`src/rtl/hockey_pkg.sv`:
```
// hockey_pkg: shared encodings and types for the hockey turn controller.
package hockey_pkg;

   localparam int COORD_W = 3;
   localparam logic [COORD_W-1:0] FIELD_MAX = 3'd4;

   // Shot directions; code 3 is folded to straight on load.
   localparam logic [1:0] DIR_STRAIGHT = 2'd0;
   localparam logic [1:0] DIR_UP       = 2'd1;
   localparam logic [1:0] DIR_DOWN     = 2'd2;

   // FSM encodings, also exported on the debug state port.
   localparam logic [2:0] S_SERVE_A = 3'd0;
   localparam logic [2:0] S_SERVE_B = 3'd1;
   localparam logic [2:0] S_MOVE_B  = 3'd2;
   localparam logic [2:0] S_WAIT_B  = 3'd3;
   localparam logic [2:0] S_MOVE_A  = 3'd4;
   localparam logic [2:0] S_WAIT_A  = 3'd5;
   localparam logic [2:0] S_OVER    = 3'd6;

   typedef struct packed {
      logic [COORD_W-1:0] x;
      logic [COORD_W-1:0] y;
      logic [1:0]         dir;
   } ball_t;

   function automatic logic [1:0] norm_dir(input logic [1:0] d);
      return (d == 2'd3) ? DIR_STRAIGHT : d;
   endfunction

endpackage

```
`src/rtl/hockey_ball_step.sv`:
```
// hockey_ball_step: ball x/y/dir register with load and single-step update
// including wall bounce.
module hockey_ball_step
   import hockey_pkg::*;
(
   input  logic  clk,
   input  logic  rst,
   input  logic  load,
   input  ball_t load_val,
   input  logic  step,
   input  logic  step_inc,
   output ball_t ball
);

   logic [1:0] dir_eff;

   // Bounce: a ball on a wall heading into it reverses before the step is applied.
   always_comb begin
      dir_eff = ball.dir;
      if (ball.dir == DIR_UP && ball.y == FIELD_MAX)
         dir_eff = DIR_DOWN;
      else if (ball.dir == DIR_DOWN && ball.y == '0)
         dir_eff = DIR_UP;
   end

   // Ball register: load takes priority over a step.
   always_ff @(posedge clk or negedge rst) begin
      if (!rst) begin
         ball <= '0;
      end else if (load) begin
         ball <= load_val;
      end else if (step) begin
         ball.x   <= step_inc ? ball.x + 3'd1 : ball.x - 3'd1;
         ball.dir <= dir_eff;
         case (dir_eff)
            DIR_UP:   ball.y <= ball.y + 3'd1;
            DIR_DOWN: ball.y <= ball.y - 3'd1;
            default:  ;
         endcase
      end
   end

endmodule

```
`src/rtl/hockey_turn_ctrl.sv`:
```
// hockey_turn_ctrl: serve/return FSM, step and response timers, button edge
// detect and scoring around the shared ball datapath.
module hockey_turn_ctrl
   import hockey_pkg::*;
#(
   parameter int STEP_DIV  = 4,
   parameter int RESP_WIN  = 8,
   parameter int WIN_SCORE = 3
) (
   input  logic               clk,
   input  logic               rst,
   input  logic               btn_a,
   input  logic               btn_b,
   input  logic [1:0]         dir_a,
   input  logic [1:0]         dir_b,
   input  logic [COORD_W-1:0] y_in_a,
   input  logic [COORD_W-1:0] y_in_b,
   output logic [COORD_W-1:0] x_coord,
   output logic [COORD_W-1:0] y_coord,
   output logic               turn,
   output logic [1:0]         score_a,
   output logic [1:0]         score_b,
   output logic               goal_a,
   output logic               goal_b,
   output logic               game_over,
   output logic               winner,
   output logic [2:0]         state
);

   localparam int SW = $clog2(STEP_DIV + 1);
   localparam int WW = $clog2(RESP_WIN + 1);
   localparam logic [SW-1:0] STEP_LAST = SW'(STEP_DIV - 1);
   localparam logic [WW-1:0] WIN_LAST  = WW'(RESP_WIN - 1);
   localparam logic [1:0]    WIN_S     = 2'(WIN_SCORE);

   logic          btn_a_s, btn_a_p, btn_b_s, btn_b_p;
   logic          press_a, press_b;
   logic [2:0]    nxt;
   logic [SW-1:0] step_cnt;
   logic [WW-1:0] win_cnt;
   logic          in_move, in_wait, step_tick, win_last;
   logic          ld, stp, stp_inc, miss_a, miss_b;
   ball_t         ld_val, ball;

   // Button sample + previous sample; a press is the registered rising edge.
   always_ff @(posedge clk or negedge rst) begin
      if (!rst) begin
         btn_a_s <= 1'b0;
         btn_a_p <= 1'b0;
         btn_b_s <= 1'b0;
         btn_b_p <= 1'b0;
      end else begin
         btn_a_s <= btn_a;
         btn_a_p <= btn_a_s;
         btn_b_s <= btn_b;
         btn_b_p <= btn_b_s;
      end
   end

   assign press_a   = btn_a_s & ~btn_a_p;
   assign press_b   = btn_b_s & ~btn_b_p;
   assign in_move   = (state == S_MOVE_A) || (state == S_MOVE_B);
   assign in_wait   = (state == S_WAIT_A) || (state == S_WAIT_B);
   assign step_tick = (step_cnt == STEP_LAST);
   assign win_last  = (win_cnt == WIN_LAST);

   hockey_ball_step u_ball (
      .clk      (clk),
      .rst      (rst),
      .load     (ld),
      .load_val (ld_val),
      .step     (stp),
      .step_inc (stp_inc),
      .ball     (ball)
   );

   // Next state, ball commands and miss detection; only the acting player is heard.
   always_comb begin
      nxt     = state;
      ld      = 1'b0;
      ld_val  = ball;
      stp     = 1'b0;
      stp_inc = 1'b0;
      miss_a  = 1'b0;
      miss_b  = 1'b0;
      case (state)
         S_SERVE_A: if (press_a && y_in_a <= FIELD_MAX) begin
            ld         = 1'b1;
            ld_val.x   = '0;
            ld_val.y   = y_in_a;
            ld_val.dir = norm_dir(dir_a);
            nxt        = S_MOVE_B;
         end
         S_SERVE_B: if (press_b && y_in_b <= FIELD_MAX) begin
            ld         = 1'b1;
            ld_val.x   = FIELD_MAX;
            ld_val.y   = y_in_b;
            ld_val.dir = norm_dir(dir_b);
            nxt        = S_MOVE_A;
         end
         S_MOVE_B: if (step_tick) begin
            stp     = 1'b1;
            stp_inc = 1'b1;
            if (ball.x == FIELD_MAX - 3'd1) nxt = S_WAIT_B;
         end
         S_MOVE_A: if (step_tick) begin
            stp = 1'b1;
            if (ball.x == 3'd1) nxt = S_WAIT_A;
         end
         S_WAIT_B: begin
            if (press_b && y_in_b == ball.y) begin
               ld         = 1'b1;
               ld_val.dir = norm_dir(dir_b);
               nxt        = S_MOVE_A;
            end else if (press_b || win_last) begin
               miss_b = 1'b1;
            end
         end
         S_WAIT_A: begin
            if (press_a && y_in_a == ball.y) begin
               ld         = 1'b1;
               ld_val.dir = norm_dir(dir_a);
               nxt        = S_MOVE_B;
            end else if (press_a || win_last) begin
               miss_a = 1'b1;
            end
         end
         default: ;
      endcase
      if (miss_b) nxt = (score_a + 2'd1 == WIN_S) ? S_OVER : S_SERVE_B;
      if (miss_a) nxt = (score_b + 2'd1 == WIN_S) ? S_OVER : S_SERVE_A;
   end

   // State, timers restarting on every state change, scores and goal pulses.
   always_ff @(posedge clk or negedge rst) begin
      if (!rst) begin
         state    <= S_SERVE_A;
         step_cnt <= '0;
         win_cnt  <= '0;
         score_a  <= '0;
         score_b  <= '0;
         goal_a   <= 1'b0;
         goal_b   <= 1'b0;
         winner   <= 1'b0;
      end else begin
         state    <= nxt;
         step_cnt <= (in_move && nxt == state && !step_tick) ? step_cnt + 1'b1 : '0;
         win_cnt  <= (in_wait && nxt == state) ? win_cnt + 1'b1 : '0;
         goal_a   <= miss_b;
         goal_b   <= miss_a;
         if (miss_b) score_a <= score_a + 2'd1;
         if (miss_a) score_b <= score_b + 2'd1;
         if (nxt == S_OVER && state != S_OVER) winner <= miss_a;
      end
   end

   // Turn: who acts next, or the receiver while the ball is travelling.
   always_comb begin
      case (state)
         S_SERVE_B, S_MOVE_B, S_WAIT_B: turn = 1'b1;
         default:                       turn = 1'b0;
      endcase
   end

   assign x_coord   = ball.x;
   assign y_coord   = ball.y;
   assign game_over = (state == S_OVER);

endmodule

```
`config.mk`:
```
export PLATFORM = sky130hd
export DESIGN_NAME = hockey_turn_ctrl
export DESIGN_NICKNAME = d
export VERILOG_FILES = /design/src/rtl/hockey_pkg.sv /design/src/rtl/hockey_ball_step.sv /design/src/rtl/hockey_turn_ctrl.sv
export SDC_FILE = /design/constraint.sdc
export NUM_CORES = 1
export LEC_CHECK = 0
export BUFFER_PORTS_ARGS = -buffer_cell sky130_fd_sc_hd__buf_2
export CORE_MARGIN = 2
export CORE_UTILIZATION = 50
export CTS_CLUSTER_SIZE = 16
export DETAILED_ROUTE_END_ITERATION = 16
export PLACE_DENSITY = 0.75
export SLEW_MARGIN = 25
export SYNTH_ARGS = -nofsm -noshare
export SYNTH_HDL_FRONTEND = slang
export SYNTH_SLANG_ARGS = --single-unit
```
`constraint.sdc`:
```
create_clock -name clk -period 1.8 [get_ports clk]
set_clock_uncertainty 0.05 [all_clocks]
set_input_delay 0.27 -clock clk [delete_from_list [all_inputs] [get_ports clk]]
set_output_delay 0.27 -clock clk [all_outputs]
set_load 0.01 [all_outputs]
```
# Yosys cells after proc, flatten, opt, wreduce, memory -nomap -nowiden
# Index checks and enable logic that the tools add are counted.
# classes
n_addsub	8
multipliers	0
div	0
order_cmp	2
eq_ne	30
shift	0
n_mux	44
bitwise	4
n_reduce_logical	24
# ops
cell	n
two-way mux 3 bit	14
two-way mux 8 bit	4
case mux 3 bit (6 select lines)	1
equality test 3 bit (second input constant)	5
two-way mux 1 bit	14
equality test 2 bit (second input constant)	6
equality test 3 x 2 -> 1 bit (second input constant)	4
two-way mux 2 bit	6
case mux 6 bit (2 select lines)	1
logical AND 1 bit	10
adder 3 x 1 -> 3 bit (second input constant)	3
equality test 3 bit	3
!= test 3 bit (second input constant)	3
case mux 2 bit (4 select lines)	1
equality test 3 x 1 -> 1 bit (second input constant)	2
<= comparator 3 bit (second input constant)	2
logical NOT 3 bit	2
!= test 3 x 2 -> 1 bit (second input constant)	2
case mux 3 bit (2 select lines)	1
AND reduction 6 bit	1
subtractor 3 x 1 -> 3 bit (second input constant)	2
!= test 5 x 1 -> 1 bit (second input constant)	1
AND reduction 5 bit	1
adder 2 x 1 -> 2 bit (second input constant)	2
other kinds (15)	21
# totals
reg_bits	29
latch_bits	0
mem_bits_rw	0
mem_bits_ro	0
elab_cells	127
mem_count	0

# Logic depth before layout (Yosys ltp)
# Gate-level depths: netlist of run 1.
# depth
word_depth	12
depth_mapped	8
ltp_nobuf	8

# Modules after synthesis
# Synthesis of run 1 repeated with hierarchy kept, for this count alone.
# hier_totals
cells_unflattened	205
area_unflattened_um2	1941.9
# modules_own_cells
module	instances	cells_per_inst	area_each_um2
hockey_turn_ctrl	1	145	1372.6
hockey_ball_step	1	60	569.3

# Worst setup path before layout of run 1
# OpenSTA, ideal clock, no wires.
# synth_timing
kind	flip-flop to flip-flop
start	register u_ball.ball[3] (netlist name)
end	register win_cnt[3]
setup_ps	134
arrival_time_ps	1785
required_ps	1616
setup_slack_ps	-169
stages_incl_launch_ff	7
n_path_buf	1
path_cell_list	dfrtp_1 buf_6 xor2_1 o41a_1 or4_4 nand3_2 nor3_1
# synth_between
elab_chain_len	9
word_cells_on_any_way	16
cone_classes	eq/ne (3); mux (10); reduce/logical (3)
# synth_lines
item	line_no	source
equality test 3 bit, on equally long branches	hockey_turn_ctrl.sv:120, hockey_turn_ctrl.sv:111	
logical AND 1 bit, on equally long branches	hockey_turn_ctrl.sv:120, hockey_turn_ctrl.sv:111	
two-way mux 3 bit (tied with other cells)	hockey_turn_ctrl.sv:120	if (press_a && y_in_a == ball.y) begin
case mux 3 bit (6 select lines) or two-way mux 1 bit (tied branches)	hockey_turn_ctrl.sv:86	case (state)
two-way mux 3 bit	hockey_turn_ctrl.sv:130	if (miss_b) nxt = (score_a + 2'd1 == WIN_S) ? S_OVER : S_SERVE_B;
two-way mux 3 bit *	hockey_turn_ctrl.sv:131	if (miss_a) nxt = (score_b + 2'd1 == WIN_S) ? S_OVER : S_SERVE_A;
equality test 3 bit *	hockey_turn_ctrl.sv:148	win_cnt <= (in_wait && nxt == state) ? win_cnt + 1'b1 : '0;
logical AND 1 bit *	hockey_turn_ctrl.sv:148	
two-way mux 4 bit *	hockey_turn_ctrl.sv:148	
end signal, assigned	hockey_turn_ctrl.sv:148	
end, declared	hockey_turn_ctrl.sv:40	logic [WW-1:0] win_cnt;
# Mark *: on every way between the ends. The rest lies on a longest branch, timed or not.
# A chain may end at the register's enable or synchronous reset.

# Worst setup path in the final report of run 1
# layout_timing
start	register u_ball.ball[3] (netlist name)
end	register u_ball.ball[3] (netlist name)
# layout_between
elab_chain_len	8
word_cells_on_any_way	26
cone_classes	add/sub (2); eq/ne (8); mux (8); reduce/logical (8)
# layout_lines
item	line_no	source
logical NOT 3 bit	hockey_ball_step.sv:22	else if (ball.dir == DIR_DOWN && ball.y == '0)
logical AND 1 bit	hockey_ball_step.sv:22	
two-way mux 2 bit	hockey_ball_step.sv:22	
two-way mux 2 bit	hockey_ball_step.sv:20	if (ball.dir == DIR_UP && ball.y == FIELD_MAX)
equality test 2 bit or equality test 2 x 1 -> 1 bit (tied branches)	hockey_ball_step.sv:35	case (dir_eff)
case mux 3 bit (2 select lines)	hockey_ball_step.sv:35	
two-way mux 8 bit	hockey_ball_step.sv:32	end else if (step) begin
two-way mux 8 bit	hockey_ball_step.sv:30	end else if (load) begin
# Several ways; a longest one is shown, not always the timed one. The select of a mux whose other input is x is not followed.

==> impl_metrics.yaml, run 1 <==
outcome:
  status: "complete, but fails checks"
  violations: "negative setup slack"
route:
  vias_per_cell: 5.401
  avgRoutedWirePerCell_um: 15.17
  dr.pass1.iters: 4
  first_iter_violations: 101
  routed_wl_um: 4809
  vias: 1712
  drc_errors: 0
  postRouteAntennaNets: 0
placed_design:
  place_area_sq_mm: 0.002449
  pre_cts_ws_ns: -0.2995
  gp_congestion: 0.8455
  port_buffers: 31
  dp_hpwl_um: 3386
setup_path:
  crit_end: "u_ball.ball[3]"
  r2r-start: "u_ball.ball[3]"
  r2r_slack_ns: -0.19
  crit_path_max_fanout: 6
  required_ns: 1.96
  ff2ff_path_depth: 6
  critPathCaptureType: "register"
  arrival_ns: 2.15
  crit_start: "u_ball.ball[3]"
  reg2reg_to: "u_ball.ball[3]"
  start_kind: "register"
  critPathKind: "register to register"
floorplanning:
  num_rows: 22
  core_area_sq_mm: 0.003661
  chipWidth_um: 65.76
  initial_core_util_pct: 52.08
  die_h_um: 65.76
  die_area_sq_mm: 0.004324
  io_pins: 32
grt:
  grt_pass1_wl_um: 7900
  track_usage_pct: 24.61
  grt_start_max_net_pins: 30
  busiest_layer: "met2"
  met3_usage_pct: 4.966
  antenna_found_initial: 0
  grt_pass1_vias: 1801
  gr-total-overflow: 0
  met2_usage_pct: 42.80
  grt_util_met1_pct: 29.68
logic_synthesis:
  netlist_instances: 194
  synthFlopType: "dfrtp_1"
  async_flop_share_pct: 100.0
  synth_largest_area_cell: "dfrtp_1"
  synth.mux.area_fraction_pct: 4.396
  synth_compound_area_share_pct: 15.55
  syn_area_sq_mm: 0.001907
  avgSynthCellArea_sq_um: 9.829
  synth_edf_count: 0
  ys_top_cells_by_count: "dfrtp_1, inv_1"
  synth-warning-count: 0
  seq_area_frac_synth_pct: 38.06
  synthAdderAreaFrac_pct: 6.955
  synth.most_common_cell: "dfrtp_1"
  ys_ff_latch: 29
  synth.distinct_cells: 57
  synthSimpleGateAreaFrac_pct: 20.93
  synthTopCellsByArea: "dfrtp_1, ha_1, xnor2_1, inv_1, buf_4"
  synth-xor-area-share_pct: 5.971
  synth_top_cell_area_share_pct: 38.06
  synth_top_family_by_area: "simple AND/OR/NAND/NOR gates"
  synth_nets: 218
sta:
  layout_min_cycle_time_ns: 1.988
  max_freq_ghz: 0.5030
  period_share_pct: 110.5
  slew_headroom_pct: 56.09
  rsz0062_at_grt: "yes"
  slew_viol_final: 0
  finalSetupViolCount: 13
  worst_slew_pin_slew_ns: 0.6587
  hold_ws_ns: 0.04412
  hold_viol: 0
  layout_setup_ws_ns: -0.1882
cts:
  clockRootBuffer: "clkbuf_8"
  path_clk_slew_ns: 0.06
  cts_tree: "done"
  cts_inserted_buffers: 5
  cts_buffer_depth: 2
  htreeDepth: 2
  clock_sinks: 29
  worst_skew_pair.late_latency_ns: 0.29
finish:
  area_growth_pct: 43.31
  final_cell_area_sq_mm: 0.002733
  layout.nets: 293
  n_fill_cell: 250
  drive_gt1_share_pct: 50.93
  n_antenna_cell: 0
  final_util_pct: 74.64
job:
  maxCapViolCount: 0
hold_path:
  min_path_type: "input port to register"
pwr:
  vdd_drop_max_mv: 0.7991
  cellLeakagePower_nw: 1.262
  p_per_area_mw_per_mm2: 1507
## state kept, by name (all words and copies together) (netlist names)
register and flops:
btn_a_p 1, btn_a_s 1, btn_b_p 1, btn_b_s 1
goal_a 1, goal_b 1, score_a 2, score_b 2
state 3, step_cnt 3, u_ball.ball 8, win_cnt 4
winner 1
## where the power goes
group	total (mW)	leakage, nW	internal, mW	switching, mW
clock	0.542	0.0443	0.302	0.240
combinational	2.43	0.859	1.29	1.15
sequential	1.14	0.359	0.859	0.283
total	4.12	1.26	2.45	1.67
## placed cells by master, fill, tap and decap left out, types with 2 or more instances in the layout
| master | count |
|---|---|
| a22o_1 | 4 |
| a21oi_1 | 3 |
| inv_1 | 16 |
| o22ai_1 | 2 |
| nor3_1 | 2 |
| clkbuf_8 | 6 |
| nand4_1 | 3 |
| nor3_2 | 3 |
| nand3b_1 | 3 |
| nand2_1 | 9 |
| mux2_2 | 3 |
| and3b_1 | 2 |
| o21ai_0 | 6 |
| xnor2_1 | 5 |
| nor2_1 | 9 |
| ha_1 | 7 |
| a31oi_1 | 3 |
| buf_6 | 3 |
| dfrtp_2 | 6 |
| nand2b_1 | 7 |
| nor3b_1 | 2 |
| buf_2 | 31 |
| and4bb_2 | 2 |
| buf_4 | 47 |
| ha_2 | 2 |
| a21oi_2 | 4 |
| or3_1 | 2 |
| xnor2_2 | 4 |
| a211o_1 | 2 |
| mux2i_1 | 4 |
| dfrtp_1 | 23 |
| o21ai_1 | 2 |
| xor2_4 | 2 |
| and3_1 | 2 |
## cell families after synthesis
group / count (synthesis)
DFF: 29
muxes: 8
xor gates and xnor gates: 13
adders and majority gates: 10
and+or+nand+nor: 64
buffers and inverters: 31
AOI/OAI and AO/OA: 39
## layer usage
layer,share of wire (%),wire [um]
met5,0,0
met2,50,2425
met3,4.0,191
met4,1.1,54
met1,44,2138
## what timing repair did
| item | 4_1_cts | 5_1_grt |
|---|---|---|
| pin swaps | 15 | 11 |
| hold buffers | 1 | 0 |
| endpoints found under the hold margin | 29 | 0 |
| endpoints found under the setup margin | 15 | 15 |
| setup buffers | 6 | 5 |
| gates resized for setup | 26 | 8 |
## worst max-delay path: stages, from the launching register on
cell and delay [ns]:
dfrtp_2 0.51, buf_6 0.17, nor3_4 0.15, a2bb2oi_2 0.20, fa_2 0.45, mux2_2 0.26
mux2i_1 0.12
## stage by stage
step | total power, mW | setup TNS, ns | std cells
floorplan | 2.546 | -0.6559 | 194
global placement | 3.187 | -2.484 | 299
detailed placement | 3.238 | -3.443 | 299
CTS | 3.979 | -1.466 | 313
global route | 4.404 | -2.738 | 317
finish | 4.119 | -1.744 | 317
## final cells by class
class                           count  area [sq um]  area share (%)
Sequential cell                    29         733.2           26.83
Clock buffer                        7         86.33           3.159
Tap cell                           48         60.06           2.198
Inverter                           17         66.31           2.427
Multi-Input combinational cell    134          1235           45.19
Timing Repair Buffer               82         551.8           20.19
## worst min path at each step
stage,endpoint,startpoint,cells after the start,slack [ns]
CTS,btn_a_s,btn_a,1,0.04
global placement,u_ball.ball[1],rst,1,0.29
detailed placement,u_ball.ball[1],rst,1,0.29
global route,btn_a_s,btn_a,1,0.04
floorplan,btn_a_p,rst,0,-0.08
finish,btn_a_s,btn_a,1,0.04
Power figures use the tool's default switching activity.
==> inputs of run 2 (changes only) <==
- PLACE_DENSITY: 0.75 -> 0.78
==> impl_metrics.yaml, run 2 (same netlist as run 1, synthesis figures left out) <==
sta:
  max_freq_ghz: 0.4921
  hold_ws_ns: 0.04658
  worst_slew_pin_slew_ns: 0.6601
  finalSetupViolCount: 14
  layout_setup_ws_ns: -0.2323
  hold_viol: 0
  slew_viol_final: 0
  rsz0062_at_grt: "yes"
  slew_headroom_pct: 55.99
  fin_tns_setup_ns: -2.231
  period_share_pct: 112.9
  layout_min_cycle_time_ns: 2.032
finish:
  multiInputGateArea_sq_mm: 0.001261
  layout.nets: 288
  drive_gt1_share_pct: 50.57
  final_cell_mix: "buf_4, buf_2, dfrtp_1, inv_1, nor2_1"
  final_util_pct: 74.54
  largestRegisters: "u_ball.ball: 8 flops, win_cnt: 4 flops"
  largest_reg_flops: 8
  n_fill_cell: 243
  regMostFlops: "u_ball.ball"
  n_antenna_cell: 0
  final_common_cell: "buf_4"
  regArea_sq_um: 733.2
  area_growth_pct: 43.11
route:
  highest_layer: "met4"
  wl_met2_um: 2709
  routed_wl_um: 5189
  first_iter_violations: 91
  dr_wl_met3_um: 240
  avgRoutedWirePerCell_um: 16.58
  vias: 1727
  drc_errors: 0
  dr.pass1.iters: 4
  m1WireLength_um: 2103
  vias_per_cell: 5.518
  postRouteAntennaNets: 0
pwr:
  vdd_drop_max_mv: 0.8107
  cellLeakagePower_nw: 1.264
  p_per_area_mw_per_mm2: 1504
placed_design:
  port_buffers: 31
  gp_congestion: 0.8097
  dp_hpwl_um: 3407
  pre_cts_ws_ns: -0.2837
cts:
  cts_buffer_depth: 2
  worst_skew_pair.late_latency_ns: 0.28
  cts_tree: "done"
  htreeDepth: 2
  clock_sinks: 29
  cts_inserted_buffers: 5
  clockRootBuffer: "clkbuf_8"
  path_clk_slew_ns: 0.06
grt:
  antenna_found_initial: 0
  grt_pass1_wl_um: 8280
  grt_pass1_vias: 1789
  grt_start_max_net_pins: 30
  track_usage_pct: 25.97
  gr-total-overflow: 0
setup_path:
  critPathKind: "register to register"
  crit_path_max_fanout: 5
  critPathCaptureType: "register"
  start_kind: "register"
  arrival_ns: 2.18
  required_ns: 1.95
floorplanning:
  num_rows: 22
  die_area_sq_mm: 0.004324
  die_h_um: 65.76
  io_pins: 32
  core_area_sq_mm: 0.003661
  chipWidth_um: 65.76
  initial_core_util_pct: 52.08
hold_path:
  min_path_type: "input port to register"
outcome:
  violations: "negative setup slack"
  status: "complete, but fails checks"
job:
  maxCapViolCount: 0
[run 2: per-stage QoR]
stage / total power [mW] / instance area (sq um) / cells
final: 4.104 / 2729 / 313
after global routing: 4.376 / 2729 / 313
after CTS: 3.976 / 2668 / 311
after detailed placement: 3.207 / 2426 / 296
after global placement: 3.135 / 2426 / 296
after floorplan: 2.546 / 2044 / 194
[run 2: path summary, 6_finish.rpt]
| path | start | endpoint | slack, ns | cells after the start |
|---|---|---|---|---|
| worst max-delay path | u_ball.ball[4] | win_cnt[3] | -0.23 | 7 |
| worst min-delay path | btn_a | btn_a_s | 0.05 | 1 |
| worst max register to register | u_ball.ball[4] | win_cnt[3] | -0.23 | 7 |
| worst min register to register | btn_a_s | btn_a_p | 0.40 | 0 |
| max in group asynchronous | rst | u_ball.ball[3] | 0.72 | 2 |
| min in group asynchronous | rst | btn_a_p | 0.51 | 2 |
[run 2: where the power goes]
part	switching [mW]	internal [mW]	leakage [nW]
clock network	0.238	0.345	0.0542
logic	1.15	1.21	0.851
registers	0.297	0.859	0.359
total	1.69	2.42	1.26
[run 2: layout make-up]
class | count | area share, %
clock buffers | 7 | 3.530
clock inverters | 1 | 0.1834
inverters | 17 | 2.430
multi-input cells | 134 | 46.22
flip-flops and latches | 29 | 26.87
well taps | 48 | 2.201
repair buffers | 77 | 18.57
[run 2: layer usage]
layer / track usage, % / vias up
met5: 0 / -
met4: 10.42 / 0
met3: 6.507 / 16
met2: 44.70 / 60
met1: 30.87 / 837
li1: - / 814
[run 2: worst max-delay path, cell delays in order, from the launching register on]
cell and delay [ns]:
dfrtp_2 0.49, xor2_4 0.19, o41a_1 0.50, nand2_2 0.13
inv_4 0.06, o2bb2ai_4 0.13, mux2i_4 0.22, nor3_2 0.17
[run 2: timing repair]
item / 4_1_cts / 5_1_grt
pin swaps: 15 / 3
hold buffers: 1 / 0
hold endpoints to repair: 29 / 0
buffers inserted: 6 / 3
gates resized for setup: 23 / 10
setup endpoints to repair: 16 / 17
==> inputs of run 3 (changes only) <==
- CORE_UTILIZATION: 50 -> 51
- PLACE_DENSITY: 0.78 -> 0.79
- SYNTH_HIERARCHICAL: not set -> 1
==> impl_metrics.yaml, run 3 <==
grt:
  grt_util_met1_pct: 37.51
  gr-total-overflow: 0
  met3_usage_pct: 7.363
  grt_pass1_vias: 2037
  track_usage_pct: 31.27
  busiest_layer: "met2"
  antenna_found_initial: 0
  grt_start_max_net_pins: 30
  met2_usage_pct: 54.04
  grt_pass1_wl_um: 10010
finish:
  regMostFlops: "u_ball/ball"
  n_antenna_cell: 0
  final_common_cell: "buf_4"
  largestRegisters: "u_ball/ball: 8 flops, win_cnt: 4 flops"
  layout.nets: 326
  largest_reg_flops: 8
  area_growth_pct: 60.89
  drive_gt1_share_pct: 55.56
  n_fill_cell: 184
  final_cell_mix: "buf_4, buf_2, dfrtp_1, inv_1, nor2_1"
  stdcell_count: 354
sta:
  slew_headroom_pct: 56.00
  hold_ws_ns: 0.03959
  worst_slew_pin_slew_ns: 0.6600
  fin_tns_setup_ns: -3.171
  layout_setup_ws_ns: -0.3329
  finalSetupViolCount: 15
  rsz0062_at_grt: "yes"
  layout_min_cycle_time_ns: 2.133
  max_freq_ghz: 0.4688
  slew_viol_final: 0
  period_share_pct: 118.5
  hold_viol: 0
cts:
  htreeDepth: 2
  clockRootBuffer: "clkbuf_8"
  path_clk_slew_ns: 0.06
  cts_buffer_depth: 2
  cts_tree: "done"
  clock_sinks: 29
  cts_inserted_buffers: 5
  worst_skew_pair.late_latency_ns: 0.29
setup_path:
  arrival_ns: 2.24
  cpMaxStageDelayCell: "nor4b_2"
  cp_cell_sequence: "ha_2 -> nand3b_1 -> buf_4 -> a21o_1 -> nor4b_2 -> nor4_4 -> mux2i_4 -> nor4b_2"
  start_kind: "register"
  max_stage_delay_ns: 0.44
  critPathKind: "register to register"
  required_ns: 1.91
  path_common_cell: "nor4b_2"
  critPathCaptureType: "register"
  crit_path_max_fanout: 4
floorplanning:
  core_area_sq_mm: 0.003661
  die_area_sq_mm: 0.004317
  initial_core_util_pct: 53.04
  die_h_um: 65.71
  num_rows: 22
  io_pins: 32
  chipWidth_um: 65.71
route:
  routed_wl_um: 7009
  drc_errors: 0
  first_iter_violations: 264
  postRouteAntennaNets: 0
  dr.pass1.iters: 5
  vias_per_cell: 6.158
  vias: 2180
  avgRoutedWirePerCell_um: 19.80
logic_synthesis:
  synth-warning-count: 6
  synth_largest_area_cell: "dfrtp_1"
  ys_ff_latch: 29
  synth.distinct_cells: 49
  netlist_instances: 205
  synthTopCellsByArea: "dfrtp_1, xnor2_1, o21ai_0, inv_1, ha_1"
  synth_top_cell_area_share_pct: 37.37
  seq_area_frac_synth_pct: 37.37
  ys_top_cells_by_count: "dfrtp_1, inv_1, nand2_1, o21ai_0, nor2_1"
  avgSynthCellArea_sq_um: 9.472
  synth.most_common_cell: "dfrtp_1"
  synth_nets: 226
  async_flop_share_pct: 100.0
  synthFlopType: "dfrtp_1"
  synth_edf_count: 0
  syn_area_sq_mm: 0.001942
placed_design:
  port_buffers: 31
  gp_congestion: 0.9064
  dp.cells: 332
  dp_hpwl_um: 3828
  pre_cts_ws_ns: -0.3978
pwr:
  cellLeakagePower_nw: 1.430
  vdd_drop_max_mv: 0.9981
  p_per_area_mw_per_mm2: 1525
outcome:
  status: "complete, but fails checks"
  violations: "negative setup slack"
job:
  maxCapViolCount: 0
hold_path:
  min_path_type: "input port to register"
## run 3: cell types whose count changed after synthesis, moves of 4 or more
cell,delta
nand2b_1,-5
nand2_1,+5
nor4b_1,+5
o21ai_0,+5
nor2_1,+4
nand3_1,+5
ha_1,-4
a22o_1,-4
buf_4,-7
## run 3: repair_timing
action,4_1_cts,5_1_grt
pin swaps,24,16
cloned,0,0
hold buffers,1,0
setup buffers,6,7
endpoints found under the setup margin,14,16
hold endpoints to repair,29,0
resized for setup,35,25
## run 3: per-layer routing
metal / part of all wire (%) / up-vias / routed length (um)
li1: - / 941 / -
met1: 39 / 1045 / 2710
met2: 50 / 152 / 3512
met3: 7.0 / 42 / 489
met4: 4.2 / 0 / 296
met5: 0 / - / 0
## run 3: cell families (layout without fill, tap and decap cells)
logic type	count (synthesis)	count (layout)	synth area share, %
compound gates	47	47	17.46
buf+inv	26	127	5.928
mux	4	4	2.062
simple gates	76	76	24.68
fa+ha+maj	7	7	5.284
flops	29	29	37.37
xor+xnor	16	16	7.216
## run 3: area by class of cell
| cell class | count | area (sq um) | share of cell area, % |
|---|---|---|---|
| multi-input cells | 150 | 1420 | 45.45 |
| flip-flops and latches | 29 | 733.2 | 23.47 |
| repair buffers | 100 | 715.7 | 22.91 |
| clock buffers | 7 | 86.33 | 2.763 |
| inverters | 19 | 78.83 | 2.523 |
| well taps | 48 | 60.06 | 1.922 |
| clock inverters | 1 | 30.03 | 0.9612 |
## run 3: power breakdown
group          switching, mW  leakage [nW]  internal, mW
Sequential             0.296         0.352         0.851
Combinational           1.51          1.02          1.39
Clock                  0.261        0.0585         0.451
Total                   2.07          1.43          2.69
## run 3: stage by stage
step / util, % / total power [mW] / instance area [sq um]
detailed placement: 71.63 / 3.339 / 2623
finish: 85.34 / 4.765 / 3124
floorplan: - / 2.445 / 2049
CTS: 80.86 / 4.339 / 2960
global placement: 71.63 / 3.243 / 2623
global route: 85.34 / 4.982 / 3124
## run 3: final timing paths
check | startpoint | endpoint | slack [ns] | cells after the start
worst max-delay path | win_cnt[0] | win_cnt[1] | -0.33 | 8
worst min-delay path | btn_a | btn_a_s | 0.04 | 1
worst max register to register | win_cnt[0] | win_cnt[1] | -0.33 | 8
worst min register to register | btn_b_s | btn_b_p | 0.43 | 1
max in group asynchronous | rst | state[2] | 0.73 | 2
min in group asynchronous | rst | u_ball/ball[1] | 0.50 | 2
## run 3: critical path: cells and delay by family, from the launching register on
kind	cells	cell delay, ns
buf+inv	1	0.16
fa+ha+maj	1	0.19
mux	1	0.32
simple gates	4	0.71
flops	1	0.37
compound gates	1	0.20
